<file path="config.mk">
export PLATFORM = sky130hd
export DESIGN_NAME = vram_word_streamer
export DESIGN_NICKNAME = d
export VERILOG_FILES = /design/src/rtl/vram_word_streamer_pkg.sv /design/src/rtl/vram_word_streamer_sync_fifo.sv /design/src/rtl/vram_word_streamer.sv
export SDC_FILE = /design/constraint.sdc
export NUM_CORES = 1
export LEC_CHECK = 0
export ABC_AREA = 1
export ABC_CLOCK_PERIOD_IN_PS = 2400
export CAP_MARGIN = 25
export CORE_ASPECT_RATIO = 0.6
export CORE_MARGIN = 2
export CORE_UTILIZATION = 50
export CTS_BUF_LIST = sky130_fd_sc_hd__clkbuf_2 sky130_fd_sc_hd__clkbuf_4 sky130_fd_sc_hd__clkbuf_8
export DETAILED_ROUTE_END_ITERATION = 8
export PLACE_DENSITY = 0.82
export SYNTH_ARGS = -nofsm -noshare
export SYNTH_HDL_FRONTEND = slang
export SYNTH_HIERARCHICAL = 1
export SYNTH_SLANG_ARGS = --single-unit
</file>
<file path="constraint.sdc">
create_clock -name clk -period 2.4 [get_ports clk]
set_input_delay 0.72 -clock clk [delete_from_list [all_inputs] [get_ports clk]]
set_output_delay 0.72 -clock clk [all_outputs]
set_load 0.1 [all_outputs]
</file>
<file path="src/rtl/vram_word_streamer_pkg.sv">
// vram_word_streamer_pkg: shared VRAM geometry constants and streamer state type
package vram_word_streamer_pkg;
  localparam int VRAM_WADDR_W = 13;
  localparam int VRAM_WDATA_W = 16;
  localparam int VRAM_WORDS = 8192;
  typedef enum logic {IDLE, FETCH} state_t;
endpackage

</file>
<file path="src/rtl/vram_word_streamer_sync_fifo.sv">
// sync_fifo: single-clock FIFO with flush and occupancy count
module sync_fifo #(
  parameter int WIDTH = 17,
  parameter int DEPTH = 4,
  localparam int AW = $clog2(DEPTH)
) (
  input  logic             clk,
  input  logic             reset_n,
  input  logic             flush,
  input  logic             wr,
  input  logic [WIDTH-1:0] wdata,
  input  logic             rd,
  output logic [WIDTH-1:0] rdata,
  output logic             empty,
  output logic [AW:0]      count
);
  logic [WIDTH-1:0] mem [DEPTH];
  logic [AW-1:0] wp, rp;
  logic full;
  assign empty = count == '0;
  assign full = count == (AW+1)'(DEPTH);
  assign rdata = mem[rp];
  always_ff @(posedge clk) begin
    if (wr) mem[wp] <= wdata;
  end
  always_ff @(posedge clk) begin
    if (!reset_n || flush) begin
      wp <= '0;
      rp <= '0;
      count <= '0;
    end else begin
      if (wr) wp <= wp + 1'b1;
      if (rd) rp <= rp + 1'b1;
      count <= count + (AW+1)'(wr) - (AW+1)'(rd);
    end
  end
  always_ff @(posedge clk) begin
    if (reset_n && !flush) assert (!(wr && full && !rd));
  end
endmodule

</file>
<file path="src/rtl/vram_word_streamer.sv">
// vram_word_streamer: fetches a run of consecutive VRAM words and streams them out under credit-based backpressure
module vram_word_streamer
  import vram_word_streamer_pkg::*;
#(
  parameter int FIFO_DEPTH = 4,
  parameter int ADDR_W = VRAM_WADDR_W,
  parameter int DATA_W = VRAM_WDATA_W
) (
  input  logic              clk,
  input  logic              reset_n,
  input  logic              start,
  input  logic [ADDR_W-1:0] start_addr,
  input  logic [ADDR_W:0]   length,
  input  logic              abort,
  output logic              busy,
  output logic              done,
  output logic [ADDR_W-1:0] vram_addr,
  input  logic [DATA_W-1:0] vram_rddata,
  output logic              m_valid,
  input  logic              m_ready,
  output logic [DATA_W-1:0] m_data,
  output logic              m_last
);
  localparam int CW = $clog2(FIFO_DEPTH) + 1;
  state_t state;
  logic [ADDR_W-1:0] cur_addr, last_addr;
  logic [ADDR_W:0] issue_cnt, resp_cnt;
  logic inflight, zero_done, fetch, flush, issue, pop, wr, empty, head_last;
  logic [CW-1:0] fifo_count;
  logic [CW:0] used;
  logic [DATA_W:0] head;
  assign fetch = state == FETCH;
  assign flush = fetch && abort;
  // words already owed a FIFO slot: buffered plus the one returning from the RAM this cycle
  assign used = {1'b0, fifo_count} + {{CW{1'b0}}, inflight};
  assign issue = fetch && !abort && issue_cnt != '0 && used < (CW+1)'(FIFO_DEPTH);
  assign wr = inflight && !flush;
  assign m_valid = !empty;
  assign pop = m_valid && m_ready && !flush;
  assign head_last = head[DATA_W];
  assign m_data = head[DATA_W-1:0];
  assign m_last = m_valid && head_last;
  assign busy = fetch;
  assign done = zero_done || (fetch && pop && head_last);
  assign vram_addr = issue ? cur_addr : last_addr;
  sync_fifo #(.WIDTH(DATA_W + 1), .DEPTH(FIFO_DEPTH)) u_fifo (
    .clk,
    .reset_n,
    .flush,
    .wr,
    .wdata({resp_cnt == (ADDR_W+1)'(1), vram_rddata}),
    .rd(pop),
    .rdata(head),
    .empty,
    .count(fifo_count)
  );
  always_ff @(posedge clk) begin
    if (!reset_n) begin
      state <= IDLE;
      cur_addr <= '0;
      last_addr <= '0;
      issue_cnt <= '0;
      resp_cnt <= '0;
      inflight <= 1'b0;
      zero_done <= 1'b0;
    end else begin
      zero_done <= 1'b0;
      inflight <= issue;
      if (issue) begin
        cur_addr <= cur_addr + 1'b1;
        last_addr <= cur_addr;
        issue_cnt <= issue_cnt - 1'b1;
      end
      if (wr) resp_cnt <= resp_cnt - 1'b1;
      if (!fetch && start && !abort) begin
        if (length != '0) begin
          state <= FETCH;
          cur_addr <= start_addr;
          issue_cnt <= length;
          resp_cnt <= length;
        end else zero_done <= 1'b1;
      end else if (flush || (pop && head_last)) state <= IDLE;
    end
  end
endmodule

</file>
==> results of run 1 <==
==> power breakdown <==
group | total, W | switching (W) | internal, W | leakage (nW)
logic | 0.00367 | 0.00233 | 0.00134 | 2.65
clock network | 0.00178 | 0.00102 | 0.000763 | 0.186
registers | 0.00269 | 0.000146 | 0.00255 | 1.16
==> per-stage QoR <==
step	power, W	std cells	hold WS (ns)	util
global route	0.008500	1136	0.5185	0.6995
floorplan	0.005003	819	0.4356	-
finish	0.008151	1136	0.4913	0.6995
global placement	0.006152	1095	0.4511	0.6555
CTS	0.008075	1133	0.4884	0.6918
detailed placement	0.006221	1095	0.4684	0.6555
==> cell usage after synthesis, drive strengths merged (2+ instances only) <==
master	n	share of area
nand3	64	0.050
nand4	8	0.0074
xnor2	2	0.0026
nor3	11	0.0097
o21ai	43	0.032
ha	10	0.019
nor2	85	0.051
o211ai	19	0.029
nand3b	9	0.010
a211oi	8	0.0097
or2	8	0.0074
dfxtp	66	0.20
a21oi	44	0.033
buf	25	0.028
nand2	175	0.10
clkbuf	4	0.0022
xor2	9	0.012
inv	154	0.086
edfxtp	68	0.30
clkinv	2	0.0011
==> cell type report <==
| cell class | count | area (um2) |
|---|---|---|
| Inverter | 156 | 614.3 |
| Clock inverter | 15 | 135.1 |
| Tap cell | 170 | 212.7 |
| Timing Repair Buffer | 144 | 1739 |
| Multi-Input combinational cell | 500 | 2764 |
| Sequential cell | 134 | 3374 |
| Fill cell | 944 | 3899 |
| Clock buffer | 17 | 234.0 |
==> metal layers <==
layer / vias up / wire, um / track usage
met5: - / 0 / 0
met4: 0 / 249 / 0.07034
met3: 26 / 1090 / 0.05351
met2: 208 / 7528 / 0.3778
met1: 2707 / 7789 / 0.3246
li1: 2902 / - / -
==> logic make-up (layout without fill, tap and decap cells) <==
group	after synthesis	after routing	share of synthesized area
simple gates	363	363	0.2401
buf+inv	185	332	0.1178
compound gates	115	115	0.1057
flops	134	134	0.5004
fa+ha+maj	11	11	0.02159
xor+xnor	11	11	0.01433
==> state kept, by name, summed over array words and instances, names as in the netlist, named ones only <==
| register | flops |
|---|---|
| issue_cnt | 14 |
| u_fifo/count | 3 |
| zero_done | 1 |
| last_addr | 13 |
| resp_cnt | 14 |
| u_fifo/wp | 2 |
| cur_addr | 13 |
| u_fifo/rp | 2 |
| u_fifo/mem | 68 |
| inflight | 1 |
| busy | 1 |
==> worst min-delay path by stage <==
stage,cells past startpoint,from,endpoint
floorplan,2,u_fifo/rp[1],register
global placement,2,u_fifo/rp[1],register
detailed placement,1,u_fifo/rp[0],register
CTS,1,u_fifo/rp[0],register
global route,2,u_fifo/rp[1],u_fifo/rp[1]
finish,1,u_fifo/rp[0],register
==> timing repair <==
| item | CTS | global route |
|---|---|---|
| hold buffers | 0 | 0 |
| resized for setup | 28 | 19 |
| setup buffers | 6 | 2 |
| gates cloned | 0 | 1 |
| pin swaps | 9 | 10 |
| endpoints found under the setup margin | 26 | 27 |
| hold endpoints to repair | 0 | 0 |
==> worst reg2reg max path, stage by stage (launching register included) <==
cell and delay [ns]:
dfxtp_1 0.35, nor3_2 0.34, nor3_4 0.09, buf_4 0.16
ha_1 0.28, inv_1 0.04, ha_1 0.18, fa_1 0.38
nand3_1 0.11, nand2_1 0.06, nor2_1 0.08
==> results.py, run 1 <==
metrics = {
    "floorplan": {
        "die-width_um": 153.7,
        "ios": 81,
        "die_y_um": 93.81,
        "coreArea_um2": 12970,
        "start_util": 0.5181,
        "die_area_um2": 14420,
        "rows": 32,
    },
    "placed_design": {
        "place_ws_ns": -0.6617,
        "dpl_cell_area_um2": 8503,
        "gp_congestion": 0.9009,
        "hpwl_mm": 11.86,
        "io_buffer_count": 80,
    },
    "synth": {
        "yosys_warnings": 6,
        "synth_top_flop_cell": "edfxtp_1",
        "async_flop_share": 0,
        "synth_cell_types": 43,
        "synth.ff_latch_count": 134,
        "seq_area_frac_synth": 0.5004,
        "mappedNetlistArea_um2": 6721,
        "synth_edf_count": 68,
        "postSynthCellCount": 819,
        "syn_nets": 878,
        "syn_area_per_cell_um2": 8.207,
    },
    "timing": {
        "slew_headroom": 0.5661,
        "min_period_over_period": 1.193,
        "finClkSkew_ns": 0.01348,
        "worstMarginPinSlew_ns": 0.6449,
        "finalSetupTns_ns": -5.160,
        "setup_ws_ns": -0.4623,
        "hold_viol": 0,
        "rsz0062_at_grt": "yes",
        "finalSetupViolations": 13,
        "fin_crit_ns": 2.862,
        "fmax_ghz": 0.3494,
        "drv_slew": 0,
    },
    "cells_and_area": {
        "drive_above_1_share": 0.2153,
        "postLayoutCellArea_um2": 9074,
        "synthToLayoutAreaGrowth_pct": 35.00,
        "nets": 1012,
        "diodes": 0,
        "most-common-layout-cells": "nand2_1, inv_1, nor2_1",
        "mostFrequentLayoutCell": "nand2_1",
    },
    "clocking": {
        "cts_buffers": 17,
        "path_clk_slew_ns": 0.08,
        "htreeDepth": 4,
        "cts_tree": "built",
        "root_buffer": "clkbuf_8",
        "cts_sinks": 134,
        "insertion_delay_ns": 0.45,
        "clock_path_buffers": 2,
    },
    "detailed_routing": {
        "vias_per_cell": 5.143,
        "wl_per_cell_um": 14.66,
        "drc_errors": 0,
        "detail-route-antenna-nets": 0,
        "drt-total-wl_mm": 16.66,
        "dr.pass1.iters": 5,
        "drt_iter0_drc": 495,
        "vias": 5843,
    },
    "critical_path": {
        "crit_buf_inv": 4,
        "reg2reg_to": "u_fifo/count[2]",
        "crit_chain": "inv_2 -> ha_4 -> nand2_4 -> nor2_4 -> nand3_4 -> nand2_8 -> inv_6 -> or2_1 -> o21ai_2 -> clkinvlp_4 -> buf_12",
        "max_stage_delay_ns": 0.33,
        "rr_startpoint": "u_fifo/count[1]",
        "cp-end-kind": "primary output",
        "cp_max_fo": 6,
        "worstSetupPathType": "reg2out",
        "critPathArrivalTime_ns": 2.14,
        "reg2reg_slack_ns": 0.28,
        "startpoint_type": "register",
        "cp.depth": 11,
        "crit_family": "simple AND/OR/NAND/NOR gates",
        "startpoint": "issue_cnt[0]",
        "crit_required_ns": 1.68,
        "rr_worst_depth": 10,
        "crit_path_top_delay_cell": "dfxtp_2",
        "endpoint": "vram_addr[9]",
    },
    "grt": {
        "grt_overflow_total": 0,
        "grt_usage": 0.2365,
        "grt_pass1_vias": 5547,
        "grt_max_degree": 41,
        "grt_pass1_wl_mm": 26.98,
        "antenna_found_initial": 0,
    },
    "power_and_ir_drop": {
        "ir_worst_vdd_mv": 1.214,
        "leakagePower_nw": 3.991,
        "powerDensity_nw_per_um2": 898.3,
    },
    "min_path": {
        "hp-class": "reg2reg",
    },
    "run": {
        "cap_violations": 0,
    },
    "outcome": {
        "run_status": "finished with violations",
        "violations": "setup timing",
    },
}
Power figures use the tool's default switching activity.
==> run 2: changes to the inputs <==
CAP_MARGIN = 10   (was 25)
CTS_CLUSTER_DIAMETER = 200   (was unset)
==> results of run 2 <==
The final DEF is identical to that of run 1; final timing and power are the same.
==> patch: new RTL, settings of run 2 <==
Make the reset (`reset_n`) asynchronous in one clocked block.
--- a/src/rtl/vram_word_streamer.sv
+++ b/src/rtl/vram_word_streamer.sv
@@ -56,3 +56,3 @@
   );
-  always_ff @(posedge clk) begin
+  always_ff @(posedge clk or negedge reset_n) begin
     if (!reset_n) begin
Behaviour: differs if reset_n is asserted again (counterexample within 4 cycles, from zero or initial values and one cycle with reset_n low); with reset_n held inactive, the same outputs for 10 cycles.
==> patch against run 2 <==
- the run still ends with setup timing left
- wire length is 14% higher
- sequential cell count did not move
- setup slack worse by 0.022 ns
- critical path depth unchanged
- power up 38%
- cell area is 4.9% higher
- synthesized cell count shrank 9.0%
- final cell count fell by 3.5%
- combinational power increased by 66%
- first-iteration DRC count is 51% higher
- global-route usage up 2.2 points
- area after synthesis decreased by 1.5%
- critical path type unchanged
- largest power group unchanged
- highest routed layer unchanged
==> patch: results (changes against run 2) <==
stage,metric,value,unit,change
timing,final.setup.tns,-5.83,ns,-0.674 ns
power_and_ir_drop,power_frac_comb,0.541,,+0.090
placed_design,dpl.hpwl,11600,um,-2.1%
cells_and_area,largestRegisters,"u_fifo/mem (68), issue_cnt (14), resp_cnt (14)",,
placed_design,pre_cts_ws,-0.363,ns,+0.298 ns
yosys,synthCells,745,,-9.0%
clock_tree,clkTransAtPathRegs,0.09,ns,
cells_and_area,buffers_excl_clock,174,,+21%
cells_and_area,seqCellArea,0.00366,mm^2,+8.5%
placed_design,dp_cells,1019,,-6.9%
detailed_routing,via_count,5958,,+2.0%
power_and_ir_drop,power_density,1180,mW/mm^2,+31%
timing,drv_slew,0,,unchanged
worst_setup_path,critPathMaxFanout,5,,-1
yosys,yosysSeqAreaShare,0.551,,+0.0508
grt,grt_pass1_wl,28400,um,+5.4%
detailed_routing,totalWireLength,19100,um,+14%
cells_and_area,multiInputGateArea,0.00269,mm^2,-2.8%
power_and_ir_drop,ir_worst_vdd,0.000784,V,-35%
cells_and_area,instances_no_fill,1096,,-3.5%
timing,setup_viol,14,,+1
yosys,synth_common_cells,"nand2_1 (188), inv_1 (122), edfxtp_1 (68)",,
power_and_ir_drop,power.leakage,0.00427,uW,+7.0%
placed_design,dpl-instance-area,0.00840,mm^2,-1.2%
clock_tree,cts_root_buf,clkbuf_8,,
timing,worst_slack,-0.484,ns,-0.0216 ns
timing,worst_pin_slew,0.529,ns,-0.116 ns
cells_and_area,drive_above_1_share,0.271,,+0.0557
detailed_routing,drt_iter0_drc,749,,+51%
grt,grt_max_degree,58,,+41%
cells_and_area,antenna_cells,0,,unchanged
status,status,"finished, violations left",,
power_and_ir_drop,p_sw,5170,uW,+48%
worst_setup_path,slowest_stage,dfrtp_1,,
grt,first_global_vias,5527,,-0.36%
cells_and_area,seq_share,0.385,,+0.0129
yosys,netlist_top_cells_area,"edfxtp_1 (31%), dfrtp_1 (22%), nand2_1 (11%), inv_1 (6.9%), o21ai_0 (3.6%)",,
grt,grt_use_total,0.258,,+0.0215
cells_and_area,multi_input_cells,462,,-7.6%
cells_and_area,nNonClkInverters,124,,-21%
yosys,synthArstFlopShare,0.425,,+0.425
worst_setup_path,crit_family,buffers and inverters,,
placed_design,port-buffer-count,80,,unchanged
status,violations,setup timing,,
cells_and_area,nets,972,,-4.0%
clock_tree,cts_buffer_depth,2,,unchanged
cells_and_area,num-clock-buffers,17,,unchanged
cells_and_area,seq_cells,134,,unchanged
yosys,syn_nets,804,,-8.4%
yosys,ys_types,35,,-19%
cells_and_area,clockNetworkAreaShare,0.0413,,+0.000616
cells_and_area,fillCellCount,829,,-12%
worst_setup_path,slowest_delay,0.41,ns,+0.08 ns
timing,skew,0.0165,ns,+0.00305 ns
hold_path,hp-class,in2async,,
worst_setup_path,cp.arrival,2.16,ns,+0.02 ns
placed_design,gp_congestion,0.931,,+3.3%
cells_and_area,buf_share,0.219,,+0.0276
power_and_ir_drop,seq_power_share,0.291,,-0.039
-- patch: cell count changes in the layout (fill, tap and decap cells not counted), sizes merged, moves of 9 or more --
cell / before / now
dfrtp: 0 / 57
dfxtp: 66 / 9
inv: 164 / 134
buf: 97 / 125
nor2: 85 / 58
nand3: 64 / 47
a21oi: 44 / 29
nand2: 175 / 190
o21ai: 43 / 52
-- patch: cells by family (layout without fill, tap and decap cells) --
logic type / Yosys count / in the layout / share of synthesized area
and+or+nand+nor: 332 / 332 / 0.215
buffers and inverters: 149 / 330 / 0.0973
DFF: 134 / 134 / 0.551
AOI/OAI and AO/OA: 103 / 103 / 0.0937
xor gates and xnor gates: 16 / 16 / 0.0212
adders and majority gates: 11 / 11 / 0.0219
-- patch: metal layers --
layer / GRT usage / routed length [um] / vias to the layer above
li1: - / - / 2743
met1: 0.360 / 8300 / 2840
met2: 0.409 / 8770 / 339
met3: 0.0690 / 1680 / 36
met4: 0.0586 / 319 / 0
met5: 0 / 0 / -
-- patch: path summary, 6_finish.rpt --
kind | from | to | slack, ns | cells after the start
max | issue_cnt[1] | vram_addr[11] | -0.48 | 11
max reg2reg | issue_cnt[1] | cur_addr[9] | 0.17 | 15
min | reset_n | cur_addr[4] | 0.37 | 2
min in group clk | u_fifo/rp[0] | flip-flop | 0.48 | 1
min reg2reg | u_fifo/rp[0] | flip-flop | 0.48 | 1
max in group asynchronous | reset_n | busy | 1.72 | 2
-- patch: timing repair --
action | 4_1_cts | 5_1_grt
pin swaps | 14 | 22
resized for setup | 45 | 43
setup endpoints to repair | 28 | 23
cloned | 2 | 4
buffers inserted | 31 | 11
